## src/rtl/iram_loadable.sv

```systemverilog
// Loadable instruction RAM: 1-cycle registered reads in IDLE, streamed program load via a small FSM.
// Optional load checksum output ld_sum is enabled by defining IRAM_LOADABLE_CHECKSUM_EN.
module iram_loadable #(
   parameter int unsigned         DATA_W   = 8,
   parameter int unsigned         ADDR_W   = 8,
   parameter int unsigned         DEPTH    = 256,
   parameter logic [DATA_W-1:0]   OOR_WORD = DATA_W'(2)
) (
   input  logic              clk,
   input  logic              rst,
   input  logic [ADDR_W-1:0] addr,
   input  logic              rd_en,
   output logic [DATA_W-1:0] dout,
   output logic              dout_valid,
   input  logic              ld_start,
   input  logic [ADDR_W-1:0] ld_base,
   input  logic [ADDR_W:0]   ld_count,
   input  logic              ld_valid,
   input  logic [DATA_W-1:0] ld_data,
   output logic              ld_ready,
   output logic              ld_done,
   output logic              busy
`ifdef IRAM_LOADABLE_CHECKSUM_EN
   ,output logic [DATA_W-1:0] ld_sum
`endif
);

   localparam int unsigned IDX_W = (DEPTH > 1) ? $clog2(DEPTH) : 1;
   localparam int unsigned CNT_W = ADDR_W + 1;

   typedef enum logic [1:0] {IDLE, LOAD, DONE} state_t;

   state_t             state, state_nxt;
   logic [DATA_W-1:0]  mem [DEPTH];
   logic [ADDR_W-1:0]  ptr;
   logic [CNT_W-1:0]   remaining;
   logic               start_ok;
   logic               wr_en;
   logic               in_range;

   // Next-state and load handshake decode
   always_comb begin
      state_nxt = state;
      start_ok  = 1'b0;
      wr_en     = 1'b0;
      case (state)
         IDLE: begin
            if (ld_start) begin
               start_ok  = 1'b1;
               state_nxt = (ld_count == '0) ? DONE : LOAD;
            end
         end
         LOAD: begin
            if (ld_valid) begin
               wr_en = 1'b1;
               if (remaining == CNT_W'(1)) state_nxt = DONE;
            end
         end
         DONE:    state_nxt = IDLE;
         default: state_nxt = IDLE;
      endcase
   end

   always_ff @(posedge clk) begin
      if (rst) state <= IDLE;
      else     state <= state_nxt;
   end

   // Status flags registered from the next state so they track the state register exactly
   always_ff @(posedge clk) begin
      if (rst) begin
         busy     <= 1'b0;
         ld_ready <= 1'b0;
         ld_done  <= 1'b0;
      end else begin
         busy     <= (state_nxt != IDLE);
         ld_ready <= (state_nxt == LOAD);
         ld_done  <= (state_nxt == DONE);
      end
   end

   always_ff @(posedge clk) begin
      if (rst) begin
         ptr       <= '0;
         remaining <= '0;
      end else if (start_ok) begin
         ptr       <= ADDR_W'(ld_base % DEPTH);
         remaining <= ld_count;
      end else if (wr_en) begin
         ptr       <= (ptr == ADDR_W'(DEPTH - 1)) ? '0 : ptr + 1'b1;
         remaining <= remaining - 1'b1;
      end
   end

   // Array has no reset so an aborted load leaves its written words in place
   always_ff @(posedge clk) begin
      if (wr_en && !rst) mem[IDX_W'(ptr)] <= ld_data;
   end

   assign in_range = ({1'b0, addr} < CNT_W'(DEPTH));

   always_ff @(posedge clk) begin
      if (rst) begin
         dout       <= '0;
         dout_valid <= 1'b0;
      end else begin
         dout_valid <= 1'b0;
         if (state == IDLE && rd_en) begin
            dout_valid <= 1'b1;
            dout       <= in_range ? mem[IDX_W'(addr)] : OOR_WORD;
         end
      end
   end

`ifdef IRAM_LOADABLE_CHECKSUM_EN
   always_ff @(posedge clk) begin
      if (rst)           ld_sum <= '0;
      else if (start_ok) ld_sum <= '0;
      else if (wr_en)    ld_sum <= ld_sum + ld_data;
   end
`endif

endmodule

```

## config.mk

```make
export PLATFORM = sky130hd
export DESIGN_NAME = iram_loadable
export DESIGN_NICKNAME = d
export VERILOG_FILES = /design/src/rtl/iram_loadable.sv
export SDC_FILE = /design/constraint.sdc
export NUM_CORES = 2
export LEC_CHECK = 0
export ABC_AREA = 0
export BUFFER_PORTS_ARGS = -buffer_cell sky130_fd_sc_hd__buf_2
export CELL_PAD_IN_SITES_DETAIL_PLACEMENT = 1
export CELL_PAD_IN_SITES_GLOBAL_PLACEMENT = 1
export CORE_MARGIN = 4
export CORE_UTILIZATION = 55
export DETAILED_ROUTE_END_ITERATION = 12
export PLACE_DENSITY = 0.77
export SKIP_LAST_GASP = 1
export SLEW_MARGIN = 30
export SYNTH_ARGS = -nofsm -noshare
export SYNTH_HDL_FRONTEND = slang
export SYNTH_SLANG_ARGS = --single-unit
```

## constraint.sdc

```tcl
create_clock -name clk -period 2.71 [get_ports clk]
set_clock_uncertainty 0.1 [all_clocks]
set_input_delay 0.4065 -clock clk [delete_from_list [all_inputs] [get_ports clk]]
set_output_delay 0.4065 -clock clk [all_outputs]
set_load 0.01 [all_outputs]
```

# == Word level (Yosys, flattened, before mapping) ==
# Memories as Yosys holds them, arrays and structs flattened. A register that Yosys moved wholly into a read port is not among the register bits.
# Cells that the tools add are included.
# word_totals
ff_bits,23
ramBits,2048
n_memories,1
# memory_table
name,words,word_bits,read_ports,rd_ports_with_merged_regs,wr,line,text
mem,256,8,1,1,1,34,logic [DATA_W-1:0] mem [DEPTH];
# op_classes
n_addsub,2
n_eq_ne,5
mux,17
n_reduce_logical,7
# ops
cell,count
$mux W8,3
$mux W9,2
$eq A9 B1 Y1 const B,1
$logic_not A9 Y1,1
$sub A9 B1 Y9 const B,1
$add A8 B1 Y8 const B,1
$eq A8 B8 Y1 const B,1
$mux W2,4
$mux W1,7
$eq A2 B1 Y1 const B,2
$pmux W2 S2,1
$reduce_bool A2 Y1,2
$eq A2 B2 Y1 const B,1
$logic_and A1 B1 Y1,2
$logic_not A2 Y1,1
$logic_not A1 Y1,1

# == Logic depth before layout (Yosys ltp) ==
# depth
depth_word,5
ltp_mapped,12
mapped_depth_nobuf,7

# == Worst setup path before layout ==
# No wires, ideal clock.
# synth_timing
kind,input-to-reg
startpoint,in addr[1]
endpoint,reg dout[2] (read register of mem)
setup_time_ns,0.125
arrival_time_ns,2.216
required_ns,2.485
slack_ns,0.269
path_stages,10
cell_sequence,buf_4 buf_4 buf_4 buf_2 buf_2 mux4_2 a211oi_1 nand2_1 a32oi_1 o31ai_1
# synth_lines
element,line,text
from (decl),11,"input logic [ADDR_W-1:0] addr,"
to (decl),13,"output logic [DATA_W-1:0] dout,"

==> results by group <==
Finish
  – Area delta synth->final: 17.85%
  – NumNets Final: 4977
  – Fill cells: 12100
  – Share of post-route cells with drive strength above 1: 29.49%

Yosys
  – Library cells used by synthesis: 75
  – Post-synthesis sequential area ratio: 76.00%
  – Synth cell count leaders: edfxtp_1, mux4_2, nor2_1
  – Top cells by area, synth: edfxtp_1, mux4_2, mux2i_1
  – Syn Inst Count: 4132
  – Post-Syn Area: 81740 um^2
  – Ys async rst share: 0%
  – Yosys top cell area share: 75.24%
  – Ys Warns: 0
  – Synth Flop Type: edfxtp_1
  – Synth Area per Inst: 19.78 um^2
  – Number of synthesized register bits: 2079
  – Net Count, Synth: 4176
  – Cell accounting for the most synthesized area: edfxtp_1
  – Post-synth EDFFs: 2048
  – Count leader, synth: edfxtp_1

Critical path
  – CP Launch Type: input pin
  – Critical path type: input pin to flip-flop
  – Worst EP required: 3.38 ns
  – R2R Path Start: state[0]
  – CP max stage delay: 0.61 ns
  – Worst Setup SP: addr[1]
  – Worst Setup End Kind: flip-flop
  – Crit-path cells: buf_8 > buf_12 > buf_12 > buf_4 > mux2i_1 > a221oi_1 > o21ai_0 > a311oi_1 > nand3_1 > buf_4 > o211ai_1
  – Path depth of the worst reg2reg path: 7
  – Arr. time, crit path: 3.41 ns
  – CP max FO: 24
  – Flop-to-flop setup slack: -0.02 ns
  – Slowest-stage cell, CP: a311oi_1

Detailed routing
  – Wire per inst: 37.10 um
  – Drt via density: 6.792
  – Detailed Routing Iterations Pass 1: 6
  – Total wire length: 261100 um
  – Initial DRC Count: 6781
  – Vias: 47790
  – DRC Markers: 0
  – Post-DRT Antenna Nets: 0

Floorplan
  – Core area: 147700 um^2
  – Die width: 393.5 um
  – Initial core utilization: 55.35%
  – Num rows: 141
  – Height of the die: 393.5 um
  – Die ar.: 154800 um^2
  – I/O pin count: 50

Clock network
  – Post-CTS setup buffer count: 0
  – CTS clk-pin slew, worst paths: 0.06 ns
  – H-tree depth: 4
  – Clock buffer depth: 3
  – Worst-Skew Late Latency: 0.87 ns
  – Root Buffer: clkbuf_16
  – TritonCTS clock tree: built
  – Sink Count: 2079
  – Num CTS Buffers: 204

GRT
  – GR Util met3: 7.925%
  – Vias in the first global route: 50740
  – Met1 Resource Use GR: 43.05%
  – Initial antenna violation count: 10
  – Met2 usage: 54.78%
  – GR peak layer: met2
  – First-pass GRT wire length: 376900 um
  – Gr ovfl total: 0
  – GRT Util Overall: 33.89%
  – Largest net degree at the start of global routing: 109

Hold path
  – Hold Path Class: input pin to flip-flop
  – Hold depth: 5
  – Min-delay src: rd_en

Timing
  – WHS: 0.08076 ns
  – Fin. max-slew vios: 0
  – Rel. slew slack: 32.07%
  – Unrepaired setup endpoints after global routing: yes
  – Fin crit share: 101.2%
  – Fin crit period: 2.743 ns
  – Setup violation total in the final timing report: 6
  – Transition time of the tightest slew-check pin: 0.9933 ns
  – Final WS setup: -0.03342 ns
  – Final Hold Violating Endpoints: 0
  – Peak Freq: 0.3645 GHz

Place
  – Port bufs: 49
  – RePlAce Congestion: 0.9063
  – Hpwl dp: 158500 um
  – Pre-CTS setup slack: -0.7958 ns

Power and ir drop
  – Max rail drop VDD: 0.8098 mV
  – PwrDens: 703.5 nW/um^2
  – P_leak: 32.43 nW
  – Final Power: 0.06776 W

Outcome
  – Run status: finished, violations left
  – Violated checks: setup timing

Flow run
  – Maxcap violations: 0
## metrics by stage
| stage | std cells | area, um^2 | utilization, % | TNS [ns] |
|---|---|---|---|---|
| 6_report | 7037 | 96320 | 65.23 | -0.09447 |
| 5_1_grt | 7031 | 96310 | 65.22 | -0.1092 |
| 4_1_cts | 7031 | 96240 | 65.18 | -0.06979 |
| 3_5_place_dp | 6634 | 89420 | 60.56 | -5.105 |
| 3_3_place_gp | 6634 | 89420 | 60.55 | -5.090 |
| 2_1_floorplan | 4132 | 81740 | - | 0 |
## sequential cells by signal, summed over array words and instances (netlist names)
signal      cells
state           2
dout_valid      1
remaining       9
ld_ready        1
ld_done         1
busy            1
ptr             8
dout            8
mem          2048
## worst max-delay path, delay by kind of cell
family | cells | cell delay (ns)
compound gates | 4 | 1.32
buf+inv | 5 | 1.14
mux | 1 | 0.11
simple gates | 1 | 0.38
## cells by family (layout without fill, tap and decap cells)
logic type,count (synthesis),count (layout),share of synthesized area (%)
fa+ha+maj,6,6,0.09184
compound gates,439,439,3.818
xor+xnor,1,1,0.01072
other cells,0,7,0
flops,2079,2079,76.00
simple gates,681,681,3.593
buf+inv,255,1223,2.466
mux,671,671,14.02
## power breakdown
group / switching [W] / leakage (nW) / total [W] / internal, W
combinational: 0.00254 / 10.6 / 0.00403 / 0.00149
sequential: 0.0000960 / 18.7 / 0.0354 / 0.0353
clock: 0.0125 / 3.20 / 0.0283 / 0.0158
## cell usage in the layout, fill, tap and decap left out, types with 9 or more instances in the layout
master	count
buf_12	88
o21ai_0	33
bufinv_16	17
nor3_1	29
mux4_2	350
buf_4	682
a211oi_1	10
a221oi_1	18
o221ai_1	56
nand2_1	199
nand4_1	15
dlygate4sd3_1	24
clkbuf_1	37
edfxtp_1	2048
nor2_1	311
dfxtp_1	31
clkinv_1	48
mux2i_1	295
clkbuf_8	11
clkinv_2	40
nand3_1	54
a31oi_1	9
clkbuf_16	209
a2111oi_0	16
a21oi_1	80
o211ai_1	12
a22oi_1	42
o22ai_1	92
a22o_1	12
buf_2	37
mux4_1	22
## path summary, 6_finish.rpt
kind,endpoint
max reg2reg,dout[6]
min,dout[1]
min reg2reg,remaining[7]
max,dout[4]
## timing repair
action / CTS / global route
gates resized for setup: 13 / 14
pin swaps: 3 / 4
cloned: 0 / 0
hold buffers: 24 / 0
setup endpoints to repair: 27 / 26
endpoints found under the hold margin: 53 / 0
## area by class of cell
class                      instances  area, um^2  share of cell area, %
sequential                      2079       62120                  64.49
multi-input combinational       1798       17740                  18.42
timing repair buffer             842        7458                  7.743
clock buffer                     249        5410                  5.617
tap                             1930        2415                  2.507
clock inverter                   124        1134                  1.177
inverter                           8       32.53                0.03377
antenna                            7       17.52                0.01819
## layer usage
| layer | share of wire [%] | routed length (um) |
|---|---|---|
| met1 | 34 | 88860 |
| met2 | 49 | 126900 |
| met3 | 11 | 28670 |
| met4 | 6.4 | 16610 |
| met5 | 0.016 | 41 |
(Power assumes the default switching activity.)
